[config.mk]
export PLATFORM = sky130hd
export DESIGN_NAME = mc_main_controller
export DESIGN_NICKNAME = d
export VERILOG_FILES = /design/src/rtl/mc_ctrl_pkg.sv /design/src/rtl/mc_main_controller_counter.sv /design/src/rtl/mc_main_controller.sv
export SDC_FILE = /design/constraint.sdc
export NUM_CORES = 1
export LEC_CHECK = 0
export ABC_AREA = 1
export CAP_MARGIN = 20
export CORE_MARGIN = 5
export CORE_UTILIZATION = 45
export CTS_BUF_LIST = sky130_fd_sc_hd__clkbuf_16
export CTS_CLUSTER_SIZE = 16
export DETAILED_ROUTE_END_ITERATION = 7
export GPL_ROUTABILITY_DRIVEN = 1
export PLACE_DENSITY = 0.77
export SLEW_MARGIN = 15
export SYNTH_ARGS = -nofsm -noshare
export SYNTH_HDL_FRONTEND = slang
export SYNTH_SLANG_ARGS = --single-unit
export TNS_END_PERCENT = 1
[constraint.sdc]
create_clock -name clk -period 1.6 [get_ports clk]
set_input_delay 0.24 -clock clk [delete_from_list [all_inputs] [get_ports clk]]
set_output_delay 0.24 -clock clk [all_outputs]
set_load 0.01 [all_outputs]
[src/rtl/mc_ctrl_pkg.sv]
// Shared types and encodings for the multicycle MIPS main controller.
package mc_ctrl_pkg;

  typedef enum logic [4:0] {
    FETCH   = 5'd0,
    DECODE  = 5'd1,
    MEMADR  = 5'd2,
    MEMRD   = 5'd3,
    MEMWB   = 5'd4,
    MEMWR   = 5'd5,
    RTYPEEX = 5'd6,
    RTYPEWB = 5'd7,
    BEQEX   = 5'd8,
    BNEEX   = 5'd9,
    ADDIEX  = 5'd10,
    ANDIEX  = 5'd11,
    ORIEX   = 5'd12,
    SLTIEX  = 5'd13,
    IMMWB   = 5'd14,
    JEX     = 5'd15,
    JALEX   = 5'd16,
    TRAP    = 5'd17
  } state_t;

  localparam logic [5:0] OP_RTYPE = 6'b000000;
  localparam logic [5:0] OP_LW    = 6'b100011;
  localparam logic [5:0] OP_SW    = 6'b101011;
  localparam logic [5:0] OP_BEQ   = 6'b000100;
  localparam logic [5:0] OP_BNE   = 6'b000101;
  localparam logic [5:0] OP_ADDI  = 6'b001000;
  localparam logic [5:0] OP_ANDI  = 6'b001100;
  localparam logic [5:0] OP_ORI   = 6'b001101;
  localparam logic [5:0] OP_SLTI  = 6'b001010;
  localparam logic [5:0] OP_J     = 6'b000010;
  localparam logic [5:0] OP_JAL   = 6'b000011;

  localparam logic [2:0] ALU_ADD   = 3'b000;
  localparam logic [2:0] ALU_SUB   = 3'b001;
  localparam logic [2:0] ALU_FUNCT = 3'b010;
  localparam logic [2:0] ALU_AND   = 3'b011;
  localparam logic [2:0] ALU_OR    = 3'b100;
  localparam logic [2:0] ALU_SLT   = 3'b101;

  localparam logic [2:0] SRCB_B      = 3'b000;
  localparam logic [2:0] SRCB_FOUR   = 3'b001;
  localparam logic [2:0] SRCB_SIMM   = 3'b010;
  localparam logic [2:0] SRCB_SIMM_2 = 3'b011;
  localparam logic [2:0] SRCB_ZIMM   = 3'b100;

  localparam logic [1:0] PC_ALU    = 2'b00;
  localparam logic [1:0] PC_ALUOUT = 2'b01;
  localparam logic [1:0] PC_JUMP   = 2'b10;

  localparam logic [1:0] M2R_ALUOUT = 2'b00;
  localparam logic [1:0] M2R_DATA   = 2'b01;
  localparam logic [1:0] M2R_PC     = 2'b10;

  localparam logic [1:0] RD_RT  = 2'b00;
  localparam logic [1:0] RD_RD  = 2'b01;
  localparam logic [1:0] RD_R31 = 2'b10;

  // Execute state entered from DECODE for a given opcode.
  function automatic state_t decode_op(input logic [5:0] opcode);
    case (opcode)
      OP_RTYPE:     return RTYPEEX;
      OP_LW, OP_SW: return MEMADR;
      OP_BEQ:       return BEQEX;
      OP_BNE:       return BNEEX;
      OP_ADDI:      return ADDIEX;
      OP_ANDI:      return ANDIEX;
      OP_ORI:       return ORIEX;
      OP_SLTI:      return SLTIEX;
      OP_J:         return JEX;
      OP_JAL:       return JALEX;
      default:      return TRAP;
    endcase
  endfunction

endpackage

[src/rtl/mc_main_controller_counter.sv]
// Retired-instruction counter; wraps modulo 2^CNT_W.
module mc_retire_counter #(
  parameter int CNT_W = 32
) (
  input  logic             clk,
  input  logic             reset,
  input  logic             inc,
  output logic [CNT_W-1:0] count
);

  logic [CNT_W-1:0] count_reg;

  always_ff @(posedge clk) begin
    if (reset) count_reg <= '0;
    else if (inc) count_reg <= count_reg + CNT_W'(1);
  end

  assign count = count_reg;

endmodule

[src/rtl/mc_main_controller.sv]
// Multicycle MIPS main control FSM: Moore outputs decoded from state only,
// with memory-ready stalls, illegal-opcode trap and a retirement counter.
module mc_main_controller
  import mc_ctrl_pkg::*;
#(
  parameter int MEM_WAIT_EN = 1,
  parameter int TRAP_EN     = 1,
  parameter int CNT_W       = 32
) (
  input  logic             clk,
  input  logic             reset,
  input  logic [5:0]       op,
  input  logic             mem_ready,
  output logic             iord,
  output logic             irwrite,
  output logic             memwrite,
  output logic [1:0]       memtoreg,
  output logic [1:0]       regdst,
  output logic             regwrite,
  output logic             alusrca,
  output logic [2:0]       alusrcb,
  output logic [2:0]       aluop,
  output logic [1:0]       pcsrc,
  output logic             pcwrite,
  output logic             branch,
  output logic             branch_ne,
  output logic             illegal,
  output logic [CNT_W-1:0] instr_count,
  output logic [4:0]       state_o
);

  state_t state_reg, state_next;
  logic   mem_ok;
  logic   retire;

  assign mem_ok = (MEM_WAIT_EN == 0) || mem_ready;

  always_ff @(posedge clk) begin
    if (reset) state_reg <= FETCH;
    else       state_reg <= state_next;
  end

  always_comb begin
    state_next = state_reg;
    case (state_reg)
      FETCH:   if (mem_ok) state_next = DECODE;
      DECODE:  state_next = decode_op(op);
      MEMADR:  state_next = (op == OP_SW) ? MEMWR : MEMRD;
      MEMRD:   if (mem_ok) state_next = MEMWB;
      MEMWR:   if (mem_ok) state_next = FETCH;
      RTYPEEX: state_next = RTYPEWB;
      ADDIEX, ANDIEX, ORIEX, SLTIEX: state_next = IMMWB;
      TRAP:    state_next = (TRAP_EN != 0) ? TRAP : FETCH;
      default: state_next = FETCH;
    endcase
  end

  always_comb begin
    iord      = 1'b0;
    irwrite   = 1'b0;
    memwrite  = 1'b0;
    memtoreg  = M2R_ALUOUT;
    regdst    = RD_RT;
    regwrite  = 1'b0;
    alusrca   = 1'b0;
    alusrcb   = SRCB_B;
    aluop     = ALU_ADD;
    pcsrc     = PC_ALU;
    pcwrite   = 1'b0;
    branch    = 1'b0;
    branch_ne = 1'b0;
    illegal   = 1'b0;
    case (state_reg)
      FETCH: begin
        irwrite = mem_ok;
        pcwrite = mem_ok;
        alusrcb = SRCB_FOUR;
      end
      DECODE:  alusrcb = SRCB_SIMM_2;
      MEMADR: begin
        alusrca = 1'b1;
        alusrcb = SRCB_SIMM;
      end
      MEMRD:   iord = 1'b1;
      MEMWB: begin
        memtoreg = M2R_DATA;
        regwrite = 1'b1;
      end
      MEMWR: begin
        iord     = 1'b1;
        memwrite = mem_ok;
      end
      RTYPEEX: begin
        alusrca = 1'b1;
        aluop   = ALU_FUNCT;
      end
      RTYPEWB: begin
        regdst   = RD_RD;
        regwrite = 1'b1;
      end
      BEQEX, BNEEX: begin
        alusrca   = 1'b1;
        aluop     = ALU_SUB;
        pcsrc     = PC_ALUOUT;
        branch    = (state_reg == BEQEX);
        branch_ne = (state_reg == BNEEX);
      end
      ADDIEX: begin alusrca = 1'b1; alusrcb = SRCB_SIMM; aluop = ALU_ADD; end
      ANDIEX: begin alusrca = 1'b1; alusrcb = SRCB_ZIMM; aluop = ALU_AND; end
      ORIEX:  begin alusrca = 1'b1; alusrcb = SRCB_ZIMM; aluop = ALU_OR;  end
      SLTIEX: begin alusrca = 1'b1; alusrcb = SRCB_SIMM; aluop = ALU_SLT; end
      IMMWB:   regwrite = 1'b1;
      JEX: begin
        pcsrc   = PC_JUMP;
        pcwrite = 1'b1;
      end
      // PC already holds PC+4 from FETCH, so it doubles as the link value.
      JALEX: begin
        pcsrc    = PC_JUMP;
        pcwrite  = 1'b1;
        regdst   = RD_R31;
        memtoreg = M2R_PC;
        regwrite = 1'b1;
      end
      TRAP:    illegal = 1'b1;
      default: ;
    endcase
    if (reset) begin
      irwrite   = 1'b0;
      memwrite  = 1'b0;
      regwrite  = 1'b0;
      pcwrite   = 1'b0;
      branch    = 1'b0;
      branch_ne = 1'b0;
    end
  end

  // A trap or a stalled fetch re-entering FETCH is not a retirement.
  assign retire = (state_next == FETCH) && (state_reg != FETCH) && (state_reg != TRAP);

  mc_retire_counter #(.CNT_W(CNT_W)) u_counter (
    .clk   (clk),
    .reset (reset),
    .inc   (retire),
    .count (instr_count)
  );

  assign state_o = state_reg;

endmodule

==> results.sh, run 1 <==
export IMPL_stdcell_count=691
export IMPL_maximum_root_to_sink_buffer_count=2
export IMPL_netlist_instances=450
export IMPL_critical_path_class="flip-flop to flip-flop"
export IMPL_power_per_cell_area_nw_per_um2=644
export IMPL_gp_routability_congestion=0.991
export IMPL_mostFrequentLayoutCells="sky130_fd_sc_hd__nand2_1 (96), sky130_fd_sc_hd__buf_4 (94), sky130_fd_sc_hd__nor2_1 (58), sky130_fd_sc_hd__nand3_1 (53), sky130_fd_sc_hd__clkdlybuf4s50_1 (35)"
export IMPL_chipWidth_um=88.1
export IMPL_cts_tree="built"
export IMPL_wl_um=11500
export IMPL_buffer_type_at_the_clock_tree_root="sky130_fd_sc_hd__clkbuf_16"
export IMPL_first_global_vias=3579
export IMPL_r2r_end="u_counter.count[10]"
export IMPL_grt_use_total_pct=26.8
export IMPL_synth_largest_area_cell="sky130_fd_sc_hd__dfxtp_1"
export IMPL_avgSynthCellArea_um2=6.10
export IMPL_num_antenna_cells=0
export IMPL_global_route_overflow_total=0
export IMPL_multiInputGateArea_um2=1970
export IMPL_dieArea_um2=7760
export IMPL_final_setup_worst_slack_ns=-0.408
export IMPL_post_route_min_period_ns=2.01
export IMPL_clk_pin_slew_ns=0.06
export IMPL_yosys_warnings=0
export IMPL_critical_path_reg2reg_startpoint="state_o[1]"
export IMPL_worstSetupStartpointType="flip-flop"
export IMPL_final_setup_viol_count=51
export IMPL_synth_cell_area_um2=2740
export IMPL_antenna_left=0
export IMPL_largest_reg_flops=32
export IMPL_yosys_area_top_type_share_pct=27.0
export IMPL_cts_made_buffers=5
export IMPL_r2r_depth=12
export IMPL_io_pin_count=67
export IMPL_worstMarginPinSlew_ns=0.375
export IMPL_slew_viol_final=0
export IMPL_failed_checks="negative setup slack"
export IMPL_crit_slowest_cell="sky130_fd_sc_hd__dfxtp_4"
export IMPL_flow_area_growth_from_synthesis_pct=71.8
export IMPL_post_synth_main_area_contributors="sky130_fd_sc_hd__dfxtp_1 (27%), sky130_fd_sc_hd__nand2_1 (15%), sky130_fd_sc_hd__nand3_1 (11%), sky130_fd_sc_hd__nor2_1 (10%), sky130_fd_sc_hd__a21oi_1 (6.4%)"
export IMPL_worst_path_max_fanout=6
export IMPL_core_region_area_um2=5920
export IMPL_relSlewSlack_pct=74.8
export IMPL_worst_hold_path_num_cells=2
export IMPL_critPathMaxStageDelay_ns=0.42
export IMPL_timing_critical_path_to_type="flip-flop"
export IMPL_die_y_um=88.1
export IMPL_place_detailed_instances=665
export IMPL_final_setup_skew_ns=0.00656
export IMPL_timing_final_hold_violations=0
export IMPL_reg2reg_slack_ns=-0.41
export IMPL_drt_iter0_markers=277
export IMPL_dp_hpwl_um=7520
export IMPL_final_cell_area_um2=4710
export IMPL_cp_arrival_ns=2.22
export IMPL_crit_chain="inv_4 > nand2_4 > inv_1 > nand2_1 > nand3_1 > a21oi_2 > nand2_1 > nor2_4 > buf_12 > buf_2 > nand3_1 > a21oi_1"
export IMPL_seq_area_frac_synth_pct=27.0
export IMPL_fin_crit_sh_pct=125
export IMPL_num_rows=28
export IMPL_layout_drive_gt1_share_pct=35.4
export IMPL_fmaxAchievable_mhz=498
export IMPL_fin_worst_hold_slack_ns=0.503
export IMPL_fin_nets=625
export IMPL_drt_pass1_iter_count=5
export IMPL_maximum_number_of_pins_on_one_net_before_global_route_repair=20
export IMPL_min_to="u_counter.count[31]"
export IMPL_via_per_inst=5.57
export IMPL_clock_latency_ns=0.29
export IMPL_leakage_nw=2.12
export IMPL_distinct_cell_type_count_of_the_synthesized_netlist=27
export IMPL_synth_ff_latch_count=37
export IMPL_cts_num_sinks=37
export IMPL_filler_cell_count=407
export IMPL_port_buffers=66
export IMPL_postSynthNetCount=460
export IMPL_vias=3847
export IMPL_grt_pass1_wl_um=16500
export IMPL_timing_critical_path_required_ns=1.81
export IMPL_h_tree_depth=2
export IMPL_number_of_antenna_violations_at_the_first_check_in_global_routing=0
export IMPL_maxCapViolCount=0
export IMPL_irDropWorstVdd_mv=0.590
export IMPL_status="finished, violations left"
export IMPL_placed_area_um2=4130
export IMPL_drc_errors=0
export IMPL_layout_commonest_cell="sky130_fd_sc_hd__nand2_1"
export IMPL_initial_core_util_pct=46.3
export IMPL_hold_path_class="flip-flop to flip-flop"
export IMPL_hp_start="u_counter.count[31]"
export IMPL_rsz0062_at_grt="true"
export IMPL_regArea_um2=766
export IMPL_wl_per_cell_um=16.6
==> per-stage QoR <==
stage | worst slack [ns] | power (mW) | setup TNS, ns | util [%]
finish | -0.408 | 3.03 | -13.92 | 79.6
global route | -0.484 | 3.13 | -18.31 | 79.6
CTS | -0.271 | 2.82 | -9.09 | 74.1
detailed placement | -0.686 | 1.59 | -25.63 | 69.8
global placement | -0.630 | 1.58 | -23.68 | 69.8
floorplan | -0.0882 | 1.33 | -2.85 | -
==> cell families after synthesis <==
family	share of synthesized area, %
compound gates	7.48
xor+xnor	8.94
fa+ha+maj	0.456
buf+inv	9.89
flops	27.0
simple gates	46.2
==> where the power goes <==
group | total, mW | switching [mW] | leakage, nW | internal (mW)
Sequential | 0.961 | 0.0254 | 0.305 | 0.936
Clock | 1.23 | 0.398 | 0.0920 | 0.827
Combinational | 0.849 | 0.464 | 1.73 | 0.385
Total | 3.03 | 0.887 | 2.12 | 2.15
==> cells in the mapped netlist, drive strengths merged <==
| cell type | n |
|---|---|
| dfxtp | 37 |
| clkbuf | 4 |
| nand2 | 114 |
| o21ai | 1 |
| xor2 | 19 |
| a21boi | 1 |
| buf | 11 |
| nand3b | 3 |
| and2 | 1 |
| and3 | 1 |
| a21oi | 35 |
| clkinv | 1 |
| nor3b | 1 |
| nand4 | 6 |
| inv | 41 |
| xnor2 | 9 |
| ha | 1 |
| nor2 | 80 |
| nor3 | 21 |
| o2111ai | 2 |
| nand3 | 61 |
==> metal layers <==
layer,global-route usage [%],part of all wire [%],vias up
li1,-,-,1787
met1,30.5,37,1784
met2,50.1,51,227
met3,4.89,8.2,49
met4,8.93,3.7,0
met5,0,0,-
==> worst max path at each step <==
stage,endpoint,start,slack [ns]
after floorplan,u_counter.count[5],state_o[1],-0.09
final,u_counter.count[10],state_o[1],-0.41
after global placement,u_counter.count[2],op[3],-0.63
after detailed placement,u_counter.count[18],op[3],-0.69
after CTS,regwrite,state_o[0],-0.27
after global routing,u_counter.count[10],op[5],-0.48
==> worst max-delay path: cells and delay by family, from the launching register on <==
| kind | cells | cell delay, ns |
|---|---|---|
| AOI/OAI and AO/OA | 2 | 0.33 |
| buffers and inverters | 4 | 0.48 |
| DFF | 1 | 0.42 |
| and+or+nand+nor | 6 | 0.71 |
==> cell type report <==
cell class                 instances  area share, %
timing repair buffer             173           32.4
inverter                          42           3.64
multi-input combinational        356           41.8
sequential                        37           16.2
tap                               75           1.99
clock inverter                     2          0.743
clock buffer                       6           3.19
==> what timing repair did <==
| action | CTS | global route |
|---|---|---|
| hold buffers | 0 | 0 |
| gates resized for setup | 105 | 70 |
| gates cloned | 1 | 3 |
| pin swaps | 4 | 25 |
| setup buffers | 2 | 12 |
| setup endpoints to repair | 56 | 63 |
Note: power is estimated with default switching activity, not from simulation.
==> inputs of run 2 (changes only) <==
--- a/config.mk
+++ b/config.mk
@@ -10,6 +10,7 @@
 export CORE_MARGIN = 5
 export CORE_UTILIZATION = 45
 export CTS_BUF_LIST = sky130_fd_sc_hd__clkbuf_16
+export CTS_CLUSTER_DIAMETER = 40
 export CTS_CLUSTER_SIZE = 16
 export DETAILED_ROUTE_END_ITERATION = 7
 export GPL_ROUTABILITY_DRIVEN = 1
==> results of run 2 <==
Same layout as run 1: the final DEF is identical, and so are final timing and power.
==> inputs of run 3 (changes only) <==
--- a/config.mk
+++ b/config.mk
@@ -6,7 +6,6 @@
 export NUM_CORES = 1
 export LEC_CHECK = 0
 export ABC_AREA = 1
-export CAP_MARGIN = 20
 export CORE_MARGIN = 5
 export CORE_UTILIZATION = 45
 export CTS_BUF_LIST = sky130_fd_sc_hd__clkbuf_16
==> results of run 3 <==
Same layout as run 1: the final DEF is identical, and so are final timing and power.
